[src/rtl/cpu_pkg.sv]
// Shared definitions for the fetch/execute pair: instruction width, field layout, opcodes, fetch FSM states.
// Latency: n/a (package only).
// Backpressure: n/a (package only).
package cpu_pkg;

  localparam int INSTR_W = 12;

  // Instruction field positions: opcode | dest | src1 | src2
  localparam int OPC_MSB  = 11;
  localparam int OPC_LSB  = 9;
  localparam int DST_MSB  = 8;
  localparam int DST_LSB  = 6;
  localparam int SRC1_MSB = 5;
  localparam int SRC1_LSB = 3;
  localparam int SRC2_MSB = 2;
  localparam int SRC2_LSB = 0;

  // Opcodes shared with the ALU
  localparam logic [2:0] OP_ADD = 3'd0;
  localparam logic [2:0] OP_SUB = 3'd1;
  localparam logic [2:0] OP_AND = 3'd2;
  localparam logic [2:0] OP_OR  = 3'd3;
  localparam logic [2:0] OP_XOR = 3'd4;
  localparam logic [2:0] OP_SHL = 3'd5;
  localparam logic [2:0] OP_SHR = 3'd6;
  localparam logic [2:0] OP_LDI = 3'd7;

  typedef enum logic [1:0] {
    FS_IDLE  = 2'd0,
    FS_FETCH = 2'd1,
    FS_ISSUE = 2'd2,
    FS_DONE  = 2'd3
  } fetch_state_t;

endpackage

[src/rtl/instr_rom.sv]
// Program store: one write port, one registered read port with read enable.
// Latency: read data appears one cycle after re; rdata holds while re is low.
// Backpressure: none; caller gates we/re.
// Ports: clk, rst_n (clears only the read register), we/waddr/wdata write port,
//        re/raddr read request, rdata registered read data.
module instr_rom #(
  parameter int INSTR_W = 12,
  parameter int PC_W    = 6
) (
  input  logic               clk,
  input  logic               rst_n,
  input  logic               we,
  input  logic [PC_W-1:0]    waddr,
  input  logic [INSTR_W-1:0] wdata,
  input  logic               re,
  input  logic [PC_W-1:0]    raddr,
  output logic [INSTR_W-1:0] rdata
);

  logic [INSTR_W-1:0] mem [2**PC_W];

  // Storage is deliberately not reset so a program survives a reset.
  always_ff @(posedge clk) begin
    if (we) begin
      mem[waddr] <= wdata;
    end
  end

  // Read register doubles as the presented instruction, so it resets to 0
  // and only updates when a fetch is requested.
  always_ff @(posedge clk or negedge rst_n) begin
    if (!rst_n) begin
      rdata <= '0;
    end else if (re) begin
      rdata <= mem[raddr];
    end
  end

endmodule

[src/rtl/instr_fetch_unit.sv]
// Instruction fetch: holds the program and issues prog_len words in order to the execute stage.
// Latency: start in cycle N -> instr_valid in N+2; one instruction per 2 cycles at best.
// Backpressure: instr/pc hold while instr_valid && !instr_ready; start and prog_we ignored while busy.
// Ports: clk, rst_n; prog_we/prog_addr/prog_wdata program load; prog_len, start run control;
//        instr/instr_valid/instr_ready issue handshake; pc current address; busy, done status.
module instr_fetch_unit #(
  parameter int INSTR_W = cpu_pkg::INSTR_W,
  parameter int PC_W    = 6
) (
  input  logic               clk,
  input  logic               rst_n,
  input  logic               prog_we,
  input  logic [PC_W-1:0]    prog_addr,
  input  logic [INSTR_W-1:0] prog_wdata,
  input  logic [PC_W:0]      prog_len,
  input  logic               start,
  output logic [INSTR_W-1:0] instr,
  output logic               instr_valid,
  input  logic               instr_ready,
  output logic [PC_W-1:0]    pc,
  output logic               busy,
  output logic               done
);

  import cpu_pkg::*;

  localparam logic [PC_W:0] MEM_DEPTH = {1'b1, {PC_W{1'b0}}};

  fetch_state_t    state_q, state_d;
  logic [PC_W-1:0] pc_q, pc_d;
  logic [PC_W:0]   len_q, len_d;
  logic [PC_W:0]   pc_inc;
  logic            mem_we;
  logic            rd_en;

  // One bit wider than pc so the last-word test at pc = 2**PC_W-1 cannot overflow.
  assign pc_inc = {1'b0, pc_q} + (PC_W + 1)'(1);

  instr_rom #(
    .INSTR_W (INSTR_W),
    .PC_W    (PC_W)
  ) u_rom (
    .clk   (clk),
    .rst_n (rst_n),
    .we    (mem_we),
    .waddr (prog_addr),
    .wdata (prog_wdata),
    .re    (rd_en),
    .raddr (pc_q),
    .rdata (instr)
  );

  always_ff @(posedge clk or negedge rst_n) begin
    if (!rst_n) begin
      state_q <= FS_IDLE;
      pc_q    <= '0;
      len_q   <= '0;
    end else begin
      state_q <= state_d;
      pc_q    <= pc_d;
      len_q   <= len_d;
    end
  end

  always_comb begin
    state_d = state_q;
    pc_d    = pc_q;
    len_d   = len_q;
    mem_we  = 1'b0;
    rd_en   = 1'b0;
    case (state_q)
      FS_IDLE, FS_DONE: begin
        // Write and start may coincide; the write lands before the fetch of
        // address 0 in the following cycle.
        mem_we = prog_we;
        if (start) begin
          len_d   = (prog_len > MEM_DEPTH) ? MEM_DEPTH : prog_len;
          pc_d    = '0;
          state_d = (prog_len == '0) ? FS_DONE : FS_FETCH;
        end
      end
      FS_FETCH: begin
        rd_en   = 1'b1;
        state_d = FS_ISSUE;
      end
      FS_ISSUE: begin
        if (instr_ready) begin
          if (pc_inc == len_q) begin
            state_d = FS_DONE;
          end else begin
            pc_d    = pc_q + PC_W'(1);
            state_d = FS_FETCH;
          end
        end
      end
      default: state_d = FS_IDLE;
    endcase
  end

  assign instr_valid = (state_q == FS_ISSUE);
  assign busy        = (state_q == FS_FETCH) || (state_q == FS_ISSUE);
  assign done        = (state_q == FS_DONE);
  assign pc          = pc_q;

endmodule

[config.mk]
export PLATFORM = sky130hd
export DESIGN_NAME = instr_fetch_unit
export DESIGN_NICKNAME = d
export VERILOG_FILES = /design/src/rtl/cpu_pkg.sv /design/src/rtl/instr_rom.sv /design/src/rtl/instr_fetch_unit.sv
export SDC_FILE = /design/constraint.sdc
export NUM_CORES = 1
export LEC_CHECK = 0
export CAP_MARGIN = 25
export CORE_MARGIN = 1.5
export CORE_UTILIZATION = 57
export CTS_BUF_LIST = sky130_fd_sc_hd__clkbuf_16
export CTS_CLUSTER_DIAMETER = 150
export CTS_CLUSTER_SIZE = 14
export DETAILED_ROUTE_END_ITERATION = 7
export PLACE_DENSITY = 0.85
export SETUP_SLACK_MARGIN = 0.15
export SLEW_MARGIN = 20
export SYNTH_ARGS = -nofsm -noshare
export SYNTH_HDL_FRONTEND = slang
export SYNTH_SLANG_ARGS = --single-unit
[constraint.sdc]
create_clock -name clk -period 3.5 [get_ports clk]
set_clock_uncertainty 0.2 [all_clocks]
set_input_delay 0.35 -clock clk [delete_from_list [all_inputs] [get_ports clk]]
set_output_delay 0.35 -clock clk [all_outputs]
set_load 0.02 [all_outputs]
==> reports/results.ini <==
[yosys]
synth_area_mm2 = 0.0310
synth_top_cell_area_share_pct = 74.4
ys_top_cells_by_area = edfxtp_1, mux4_2, dfrtp_1
yosysSeqAreaShare_pct = 76.5
ys_ff_latch = 795
yosysWarnings = 0
synth_edf_count = 768
async_flop_share_pct = 3.40
synthFlopType = edfxtp_1
syn_avg_cell_area_um2 = 20.5
synthCells = 1510
synth_cell_types = 47
syn-num-nets = 1545
synth_top_area_cell = edfxtp_1

[clocking]
htreeDepth = 3
cts_tree = built
clock_latency_ps = 600
clockBufferDepth = 3
clock-sinks = 795
clock-root-buffer = clkbuf_16
cts_buffers = 66
clk_pin_slew_ps = 70

[pwr]
comb_power_share_pct = 16.7
p_int_uw = 15800
p_per_area_mw_per_mm2 = 608
p_sw_uw = 5410
leakage_uw = 0.0112
irDropWorstVdd_v = 0.000398
swShare_pct = 25.5
power_frac_clock_pct = 32.0
seq_power_share_pct = 51.3

[detailed_routing]
ant_nets = 0
wl_mm = 75.8
vias_per_cell = 6.98
drtIter0Drc = 2500
drcViolationCount = 0
firstDrtPassIters = 7
vias = 16733
wire_per_inst_um = 31.6

[setup_path]
critPathRequiredTime_ps = 3730
arrival_ps = 3460
crit_start = pc[2]$_DFFE_PN0P_
end_kind = flip-flop
rr_startpoint = pc[2]$_DFFE_PN0P_
critPathLaunchType = flip-flop
criticalPathCategory = flip-flop to flip-flop
crit_path_max_fanout = 33

[global_routing]
antenna_found_initial = 4
grt_pass1_vias = 16696
grt-ovfl-total = 0
grt_first_pass_wirelength_mm = 111
grt_max_degree = 65
grt_usage_pct = 27.6

[placement]
place_ws_ps = 127
port-buffer-count = 50
dp_cells = 2284
dp_hpwl_mm = 44.5
gpl.final_weighted_congestion = 0.904

[floorplan]
coreArea_mm2 = 0.0538
die_h_um = 236
start_util_pct = 57.6
die_width_um = 236
row_count = 85
dieArea_mm2 = 0.0558
num_io_pins = 51

[sta]
rsz0062_at_grt = no
whs_ps = 63.9
setup_viol = 0
maxSlewHeadroom_pct = 23.4
period_share_pct = 92.4
min_period_ps = 3230
fin_ws_ps = 266
clock.fmax_mhz = 309
final-max-slew-violation-count = 0
worst_pin_slew_ps = 1150
hold_viol = 0
setup_tns_ps = 0

[final_layout]
final_cell_mix = edfxtp_1, mux4_2, nand2_1, buf_4, nor2_1
fill_cells = 3256
drive_gt1_share_pct = 23.5
final_util_pct = 64.8
layout.cells.non_filler = 2397
area_growth_pct = 12.4
finalNetCount = 1693
final_common_cell = edfxtp_1

[flow_run]
cap_violations = 0

[hold_path]
min_from = prog_wdata[11]
hold_class = input port to flip-flop

[status]
run_status = completed

Yosys cell counts, drive strengths merged, types with 2 or more instances:
master	count
or3	2
a221oi	9
o21ai	16
and2	2
mux2	19
nand3b	5
a2111oi	3
buf	40
mux4	189
nor2	88
nand3	19
a31oi	7
xor2	4
nand2b	7
o221ai	18
nor3b	2
ha	5
a21oi	6
edfxtp	768
mux2i	32
a311oi	4
a32oi	18
dfrtp	27
o2bb2ai	5
nor2b	4
xnor2	4
nand2	122
a211oi	3
nor3	7
clkbuf	35
and3	2
inv	19
o22ai	12
area by class of cell:
class	instances	area, um2	area share [%]
Clock buffer	71	1780	5.10
Sequential cell	795	23700	68.1
Antenna cell	1	2.50	0.00718
Inverter	20	75.1	0.215
Multi-Input combinational cell	620	6840	19.6
Timing Repair Buffer	155	1400	4.02
Tap cell	696	871	2.50
Clock inverter	39	153	0.438
stage by stage:
| stage | area (um2) | power [uW] |
|---|---|---|
| global route | 34900 | 21800 |
| CTS | 34800 | 21200 |
| finish | 34900 | 21200 |
| floorplan | 31000 | 13300 |
| global placement | 32800 | 14400 |
| detailed placement | 32900 | 14500 |
what timing repair did:
item,in CTS,in global routing
endpoints found under the setup margin,1,1
hold endpoints to repair,27,0
resized for setup,1,1
hold buffers,1,0
setup buffers,0,0
sequential cells by signal, summed over array words and instances (netlist names):
register / count
state_q: 2
len_q: 7
u_rom.mem: 768
pc: 6
u_rom.rdata: 12
power groups by stage:
stage               clock network (uW)  logic, uW  registers (uW)
floorplan                            0       2290           11000
global placement                     0       3310           11100
detailed placement                   0       3430           11100
CTS                               6810       3520           10900
global route                      7160       3730           10900
finish                            6780       3550           10900
routing by layer:
metal  vias to the layer above  track usage, %  routed length [um]
met4                         8            11.4                3110
met1                      8637            37.5               26800
met5                         -               0                  55
met2                      1371            44.3               37100
li1                       6497               -                   -
met3                       220            5.51                8790
worst max-delay path, stage by stage (launching register included):
cell	delay, ps
dfrtp_4	850
buf_4	500
mux2_2	400
o221ai_1	260
o22ai_1	140
a221oi_1	470
o221ai_1	190
final timing paths:
| kind | end | slack, ps | depth (start not counted) |
|---|---|---|---|
| setup / recovery | u_rom.rdata[6]$_DFFE_PN0P_ | 270 | 6 |
| hold / removal | u_rom.mem[58][11]$_DFFE_PP_ | 60 | 1 |
| setup reg to reg | u_rom.rdata[6]$_DFFE_PN0P_ | 270 | 6 |
| hold reg to reg | len_q[4]$_DFFE_PN0P_ | 330 | 2 |
| max in group asynchronous | pc[3]$_DFFE_PN0P_ | 2210 | 3 |
| min in group asynchronous | pc[2]$_DFFE_PN0P_ | 510 | 3 |
logic make-up (layout without fill, tap and decap cells):
logic type | Yosys count | in the layout | share of synthesized area [%]
fa+ha+maj | 5 | 5 | 0.202
buf+inv | 95 | 285 | 1.44
other cells | 0 | 1 | 0
compound gates | 104 | 104 | 2.52
xor+xnor | 8 | 8 | 0.226
simple gates | 263 | 263 | 3.55
mux | 240 | 240 | 15.5
flops | 795 | 795 | 76.5
Power figures use the tool's default switching activity.
